File: src/rtl/reflet_bus_arbiter.sv
// ============================================================================
// Module      : reflet_bus_arbiter
// Description : Two-master round-robin arbiter for the reflet system bus.
//               Bounded hold time, optional lock, and one dead cycle between
//               owners.
// Revision    : 1.0 - initial release
// ============================================================================
`default_nettype none

module reflet_bus_arbiter #(
    parameter int wordsize = 8,
    parameter int max_hold = 16
) (
    input  logic                clk,
    input  logic                reset,
    input  logic                req0,
    input  logic                lock0,
    input  logic [wordsize-1:0] addr0,
    input  logic [wordsize-1:0] wdata0,
    input  logic                we0,
    output logic                grant0,
    output logic                rvalid0,
    input  logic                req1,
    input  logic                lock1,
    input  logic [wordsize-1:0] addr1,
    input  logic [wordsize-1:0] wdata1,
    input  logic                we1,
    output logic                grant1,
    output logic                rvalid1,
    output logic [wordsize-1:0] bus_addr,
    output logic [wordsize-1:0] bus_wdata,
    output logic                bus_we,
    output logic                bus_enable
);

    typedef enum logic [1:0] {
        IDLE = 2'd0,
        OWN0 = 2'd1,
        OWN1 = 2'd2,
        TURN = 2'd3
    } state_t;

    localparam logic [7:0] HOLD_LIMIT = 8'(max_hold - 1);
    localparam logic [7:0] HOLD_SAT   = 8'hFF;

    state_t      state;
    state_t      state_next;
    logic        last;
    logic        last_next;
    logic        pend;
    logic        pend_next;
    logic [7:0]  hold_cnt;
    logic [7:0]  hold_next;
    logic        hold_expired;
    state_t      arb_pick;
    logic        pend_req;

    // Fresh arbitration from an idle bus; ties go to whoever did not own last.
    always_comb begin
        arb_pick = IDLE;
        if (req0 && req1) begin
            arb_pick = last ? OWN0 : OWN1;
        end else if (req0) begin
            arb_pick = OWN0;
        end else if (req1) begin
            arb_pick = OWN1;
        end
    end

    assign hold_expired = (hold_cnt >= HOLD_LIMIT);
    assign pend_req     = pend ? req1 : req0;

    always_comb begin
        state_next = state;
        pend_next  = pend;
        case (state)
            IDLE: begin
                state_next = arb_pick;
            end
            OWN0: begin
                if (!req0) begin
                    if (req1) begin
                        state_next = TURN;
                        pend_next  = 1'b1;
                    end else begin
                        state_next = IDLE;
                    end
                end else if (req1 && !lock0 && hold_expired) begin
                    state_next = TURN;
                    pend_next  = 1'b1;
                end
            end
            OWN1: begin
                if (!req1) begin
                    if (req0) begin
                        state_next = TURN;
                        pend_next  = 1'b0;
                    end else begin
                        state_next = IDLE;
                    end
                end else if (req0 && !lock1 && hold_expired) begin
                    state_next = TURN;
                    pend_next  = 1'b0;
                end
            end
            TURN: begin
                if (pend_req) begin
                    state_next = pend ? OWN1 : OWN0;
                end else begin
                    state_next = arb_pick;
                end
            end
            default: begin
                state_next = IDLE;
            end
        endcase
    end

    always_comb begin
        last_next = last;
        if (state_next == OWN0) begin
            last_next = 1'b0;
        end else if (state_next == OWN1) begin
            last_next = 1'b1;
        end
    end

    // The counter restarts on every new ownership and sticks at its ceiling.
    always_comb begin
        hold_next = 8'd0;
        if ((state_next == state) && ((state == OWN0) || (state == OWN1))) begin
            hold_next = (hold_cnt == HOLD_SAT) ? HOLD_SAT : hold_cnt + 8'd1;
        end
    end

    always_ff @(posedge clk or negedge reset) begin
        if (!reset) begin
            state    <= IDLE;
            last     <= 1'b1;
            pend     <= 1'b0;
            hold_cnt <= 8'd0;
        end else begin
            state    <= state_next;
            last     <= last_next;
            pend     <= pend_next;
            hold_cnt <= hold_next;
        end
    end

    assign grant0 = (state == OWN0);
    assign grant1 = (state == OWN1);

    // Non-owning states must drive zeros: the read bus downstream is OR-ed.
    always_comb begin
        bus_addr   = '0;
        bus_wdata  = '0;
        bus_we     = 1'b0;
        bus_enable = 1'b0;
        case (state)
            OWN0: begin
                bus_addr   = addr0;
                bus_wdata  = wdata0;
                bus_we     = we0;
                bus_enable = 1'b1;
            end
            OWN1: begin
                bus_addr   = addr1;
                bus_wdata  = wdata1;
                bus_we     = we1;
                bus_enable = 1'b1;
            end
            default: begin
                bus_addr   = '0;
                bus_wdata  = '0;
                bus_we     = 1'b0;
                bus_enable = 1'b0;
            end
        endcase
    end

    always_ff @(posedge clk or negedge reset) begin
        if (!reset) begin
            rvalid0 <= 1'b0;
            rvalid1 <= 1'b0;
        end else begin
            rvalid0 <= grant0 & ~we0;
            rvalid1 <= grant1 & ~we1;
        end
    end

endmodule

`default_nettype wire

File: config.mk
export PLATFORM = sky130hd
export DESIGN_NAME = reflet_bus_arbiter
export DESIGN_NICKNAME = d
export VERILOG_FILES = /design/src/rtl/reflet_bus_arbiter.sv
export SDC_FILE = /design/constraint.sdc
export NUM_CORES = 1
export LEC_CHECK = 0
export ABC_AREA = 0
export CAP_MARGIN = 10
export CORE_MARGIN = 10
export CORE_UTILIZATION = 36
export DETAILED_ROUTE_END_ITERATION = 8
export GPL_TIMING_DRIVEN = 0
export PLACE_DENSITY = 0.79
export SETUP_SLACK_MARGIN = 0.15
export SLEW_MARGIN = 20
export SYNTH_ARGS = -nofsm -noshare
export SYNTH_HDL_FRONTEND = slang
export SYNTH_SLANG_ARGS = --single-unit
File: constraint.sdc
create_clock -name clk -period 2.06 [get_ports clk]
set_input_delay 0.412 -clock clk [delete_from_list [all_inputs] [get_ports clk]]
set_output_delay 0.412 -clock clk [all_outputs]
set_load 0.01 [all_outputs]
==> results.cfg, run 1 <==
[power]
leakage_nw = 0.9930
vdd_drop_max_v = 0.0007702
power_w = 0.003860
p_per_area_nw_per_um2 = 1554

[drt]
drcViolationCount = 0
vias = 1505
wl_per_cell_um = 20.43
first_pass_iters = 4
drt_wl_total_mm = 5.474
ant_nets = 0
vias_per_cell = 5.616
drt-initial-drc-count = 153

[logic_synthesis]
synth.avg_cell_area_um2 = 8.537
synth_edf_count = 0
syn-cell-area_um2 = 1204
synth_ff_type = dfrtp_1
yosysWarnings = 0
yosysSeqAreaShare_pct = 29.21
syn_inst = 141
async_flop_share_pct = 100.0
yosys.area.top_type_share_pct = 27.03
ys_seq_elements = 14
synth_area_leaders = dfrtp_1 27%, a22oi_1 11%, ha_1 6.2%
yosys.area.top_type = dfrtp_1
syn_nets = 187
synth.distinct_cells = 45

[final_layout]
seqCellArea_um2 = 354.1
insertedDiodeCount = 0
final_nets = 271
multi_input_area_um2 = 1160
drive_gt1_share_pct = 44.64
areaGrowthSynthToFinish_pct = 106.3
fillCellCount = 180
final_common_cell = clkdlybuf4s50_1
mostFrequentLayoutCells = 39 x clkdlybuf4s50_1, 19 x nor2_1, 18 x buf_2

[worst_setup_path]
cp-start-kind = register
critical_path_class = reg -> reg
critPathArrivalTime_ns = 2.36
crit_chain = buf_6 -> ha_4 -> buf_6 -> and3b_2 -> o2bb2ai_4 -> a41oi_4 -> xnor2_4 -> buf_12 -> nor4b_4
worst_ep_required_time_ns = 2.26
crit_slowest_cell = dfrtp_2
critPathCaptureType = register
cp_max_fo = 8
cp_num_buf_inv = 3
crit_top_cell = buf_6
cp_slowest_stage_delay_ns = 0.44
critical-path-top-delay-family = simple AND/OR/NAND/NOR gates

[cts]
cts.reportedPaths.clkPinSlew_ns = 0.09
cts.path.max_buffers = 2
cts_made_buffers = 3
insertion_delay_ns = 0.29
cts_tree = yes
clock-sinks = 14
h-tree-depth = 1
root_buffer = clkbuf_4
holdBufCountCts = 0

[sta]
worst_slew_pin_slew_ns = 0.6445
slew_headroom_pct = 56.90
tns_ns = -0.7491
setup_violations = 21
final.setup_skew_ns = 0.002261
hold_ws_ns = 0.5098
slew_violations = 0
rsz0062_at_grt = yes
post-route-period-util_pct = 104.7
hold_violations = 0
timing.final.ws_setup_ns = -0.09755
fin_crit_ns = 2.158
fmax_mhz = 463.5

[global_routing]
grt_overflow = 0
grt_pass1_vias = 1533
grt_antenna_before_repair = 0
grt_use_total_pct = 15.28
grt_max_degree = 15
grt_pass1_wl_mm = 7.769

[die]
core-area_um2 = 3128
die_h_um = 77.82
io_pins = 62
dieArea_um2 = 6056
rows = 20
start_util_pct = 38.48
die_w_um = 77.82

[worst_hold_path]
hp-class = in -> async

[flow_run]
max_cap_viol_count = 0

[place]
globalplace.congestion = 0.8831
dp.final_hpwl_mm = 3.374
dp_slack_ns = -0.5384
numPortBuffers = 61

[outcome]
outcome = finished, violations left
violations = negative setup slack
==> power by group <==
part | switching, W | total [W] | internal (W)
clock | 0.000100 | 0.000208 | 0.000108
sequential | 0.0000576 | 0.000407 | 0.000349
combinational | 0.00164 | 0.00325 | 0.00160
==> through the flow <==
step	utilization [%]	std cells	area [µm²]
after CTS	72.64	260	2272
after global placement	61.20	246	1914
after floorplan	-	141	1249
final	79.40	268	2484
after detailed placement	61.20	246	1914
after global routing	79.40	268	2484
==> cells in the mapped netlist, types with 2 or more instances <==
cell type / instances
nand3_1: 4
clkbuf_1: 4
nor4_1: 2
dfrtp_1: 13
and3b_1: 2
mux2i_1: 3
o21ai_0: 5
nand2b_1: 3
nor2b_1: 2
a31oi_1: 2
mux2_2: 3
ha_1: 6
inv_1: 5
a21boi_0: 2
o2bb2ai_1: 2
a2111oi_1: 4
nand2_1: 12
nor2_1: 20
a21oi_1: 3
a22oi_1: 17
xnor2_1: 3
==> registers in the layout (all words and copies together), names as in the netlist <==
| signal | flops |
|---|---|
| hold_cnt | 8 |
| state | 2 |
| last | 1 |
| pend | 1 |
| rvalid0 | 1 |
| rvalid1 | 1 |
==> repair_timing <==
| action | in CTS | in global routing |
|---|---|---|
| setup buffers | 8 | 7 |
| endpoints found under the hold margin | 0 | 0 |
| pin swaps | 15 | 14 |
| gates cloned | 2 | 1 |
| gates resized for setup | 120 | 33 |
| setup endpoints to repair | 29 | 27 |
==> routing by layer <==
layer  track usage [%]  wire [µm]
met1             17.33       2188
met2             28.52       2975
met3             1.728        185
met4             5.292        125
met5                 0          0
==> final cells by class <==
type,count,share of cell area [%]
Buffer,7,3.728
Clock buffer,4,1.461
Inverter,7,1.562
Multi-Input combinational cell,113,46.70
Sequential cell,14,14.26
Tap cell,44,2.217
Timing Repair Buffer,79,30.08
==> cells by family after synthesis <==
| kind of cell | Yosys count | synth area share [%] |
|---|---|---|
| multiplexers | 7 | 6.237 |
| AND/OR/NAND/NOR | 53 | 21.62 |
| adder cells (fa/ha/maj) | 6 | 6.237 |
| flip-flops | 14 | 29.21 |
| buffers and inverters | 14 | 5.092 |
| AO/OA/AOI/OAI | 43 | 28.69 |
| XOR/XNOR | 4 | 2.911 |
==> path summary, 6_finish.rpt <==
check                                   start               endpoint  slack [ns]  cells past startpoint
setup / recovery           state[1]$_DFF_PN0_  hold_cnt[4]$_DFF_PN0_        -0.1                      9
hold / removal                          reset  hold_cnt[0]$_DFF_PN0_        0.51                      1
setup reg to reg           state[1]$_DFF_PN0_  hold_cnt[4]$_DFF_PN0_        -0.1                      9
hold reg to reg              last$_DFFE_PN1P_       last$_DFFE_PN1P_        0.51                      2
max in group asynchronous               reset     state[0]$_DFF_PN0_        1.10                      1
min in group clk             last$_DFFE_PN1P_       last$_DFFE_PN1P_        0.51                      2
==> worst reg2reg max path, stage by stage, from the launching register on <==
cell and delay, ns:
dfrtp_2 0.44, buf_6 0.13, ha_4 0.17, buf_6 0.12
and3b_2 0.22, o2bb2ai_4 0.16, a41oi_4 0.20, xnor2_4 0.20
buf_12 0.16, nor4b_4 0.25
Note: power is estimated with default switching activity, not from simulation.
==> inputs of run 2 (changes only) <==
--- a/config.mk
+++ b/config.mk
@@ -17,3 +17,4 @@
 export SYNTH_ARGS = -nofsm -noshare
 export SYNTH_HDL_FRONTEND = slang
 export SYNTH_SLANG_ARGS = --single-unit
+export TNS_END_PERCENT = 50
==> run 2 against run 1 <==
  * The flow still finishes with violations (negative setup slack)
  * Count of clock-buffer cells in the layout did not move
  * Combinational power fell by 14%
  * Final cell count decreased by 2.2%
  * Critical path type is now reg -> out
  * Critical endpoint is now bus_wdata[2]
  * Largest cell class unchanged
==> results.cfg, run 2 (same netlist as run 1, synthesis figures left out) <==
[sta]
final.setup_skew_ns = 0.004602
post-route-period-util_pct = 101.6
timing.final.ws_setup_ns = -0.03269
slew_violations = 0
hold_violations = 0
tns_ns = -0.1505
setup_violations = 9
hold_ws_ns = 0.5006
rsz0062_at_grt = yes
worst_slew_pin_slew_ns = 0.6489
fmax_mhz = 477.9
slew_headroom_pct = 56.61
fin_crit_ns = 2.093

[place]
dp.final_hpwl_mm = 3.374
globalplace.congestion = 0.8831
placed_cell_area_um2 = 1914
dp_cells = 246
dp_slack_ns = -0.5384
numPortBuffers = 61

[worst_setup_path]
critical-path-top-delay-family = buffers and inverters
crit_slowest_cell = dfrtp_2
cp-start-kind = register
cp_num_buf_inv = 4
crit_chain = buf_6 -> ha_4 -> clkbuf_16 -> buf_8 -> a22oi_2 -> nor2_1 -> buf_2
cp_max_fo = 6
worst_ep_required_time_ns = 1.65
critPathCaptureType = primary output
critPathArrivalTime_ns = 1.68
critical_path_class = reg -> out
cp_slowest_stage_delay_ns = 0.44

[drt]
wl_per_cell_um = 19.65
vias_per_cell = 5.584
drt-initial-drc-count = 105
drt_wl_total_mm = 5.149
ant_nets = 0
first_pass_iters = 4
vias = 1463
drcViolationCount = 0

[die]
die_h_um = 77.82
die_w_um = 77.82
io_pins = 62
rows = 20
dieArea_um2 = 6056
start_util_pct = 38.48
core-area_um2 = 3128

[final_layout]
final_common_cell = clkdlybuf4s50_1
design_area_um2 = 2323
drive_gt1_share_pct = 42.66
mostFrequentLayoutCells = 39 x clkdlybuf4s50_1, 19 x nor2_1, 17 x a22oi_2, 17 x buf_2, 12 x nand2_1
areaGrowthSynthToFinish_pct = 93.04
top_register = hold_cnt
final_nets = 265
largest_reg_flops = 8
layout.cells.non_filler = 262
insertedDiodeCount = 0
reg_top3 = hold_cnt: 8 flops, state: 2 flops

[cts]
clock-sinks = 14
root_buffer = clkbuf_4
cts.reportedPaths.clkPinSlew_ns = 0.08
cts.path.max_buffers = 2
insertion_delay_ns = 0.29
cts_tree = yes
cts_made_buffers = 3
h-tree-depth = 1

[global_routing]
grt_pass1_wl_mm = 7.334
grt_pass1_vias = 1417
grt_use_total_pct = 14.50
grt_antenna_before_repair = 0
grt_overflow = 0
grt_max_degree = 15

[outcome]
violations = negative setup slack
outcome = finished, violations left

[power]
p_per_area_nw_per_um2 = 1471
leakage_nw = 0.9525
vdd_drop_max_v = 0.0006001

[worst_hold_path]
hp-class = reg -> reg

[flow_run]
max_cap_viol_count = 0
==> run 2: changes by cell type in the layout (fill, tap and decap cells not counted), sizes merged <==
cell          change
dlymetal6s2s      +1
buf               -7
dlygate4sd2       -1
clkbuf            +1
==> run 2: cell type report <==
cell class,count,area (µm²)
plain buffers,7,92.59
well taps,44,55.05
fillers,201,804.5
flip-flops and latches,14,354.1
multi-input cells,113,1086
repair buffers,73,660.6
clock buffers,4,36.28
inverters,7,38.79
==> run 2: power by group <==
group	internal, W	switching [W]	total [W]
clock network	0.000108	0.0000979	0.000206
registers	0.000350	0.0000548	0.000404
logic	0.00136	0.00145	0.00281
==> run 2: path summary, 6_finish.rpt <==
check                              startpoint                    end  slack, ns  cells past startpoint
max                        state[1]$_DFF_PN0_           bus_wdata[2]      -0.03                      7
min                          last$_DFFE_PN1P_       last$_DFFE_PN1P_       0.50                      2
max reg2reg                state[0]$_DFF_PN0_       last$_DFFE_PN1P_       0.01                      8
min reg2reg                  last$_DFFE_PN1P_       last$_DFFE_PN1P_       0.50                      2
max in group asynchronous               reset     state[0]$_DFF_PN0_       1.09                      1
min in group asynchronous               reset  hold_cnt[0]$_DFF_PN0_       0.51                      1
==> run 2: routing by layer <==
layer	vias up	GRT usage, %	part of all wire [%]
li1	681	-	-
met1	726	17.13	39
met4	0	5.109	2.1
met3	11	1.843	2.7
met5	-	0	0
met2	45	26.04	56
==> run 2: repair_timing <==
action / CTS / global route
setup buffers: 6 / 4
pin swaps: 11 / 15
hold buffers: 0 / 0
hold endpoints to repair: 0 / 0
resized for setup: 107 / 33
gates cloned: 2 / 0
setup endpoints to repair: 29 / 28
==> run 2: tightest hold or removal path, cell delays in order (launching register included) <==
cell and delay (ns):
dfstp_2 0.39, nand2_1 0.05, o21ai_1 0.06
==> run 2: per-stage QoR <==
step	total power, W	utilization [%]
2_1_floorplan	0.001546	-
5_1_grt	0.003618	74.28
4_1_cts	0.003038	70.32
3_3_place_gp	0.002228	61.20
3_5_place_dp	0.002283	61.20
6_report	0.003418	74.28
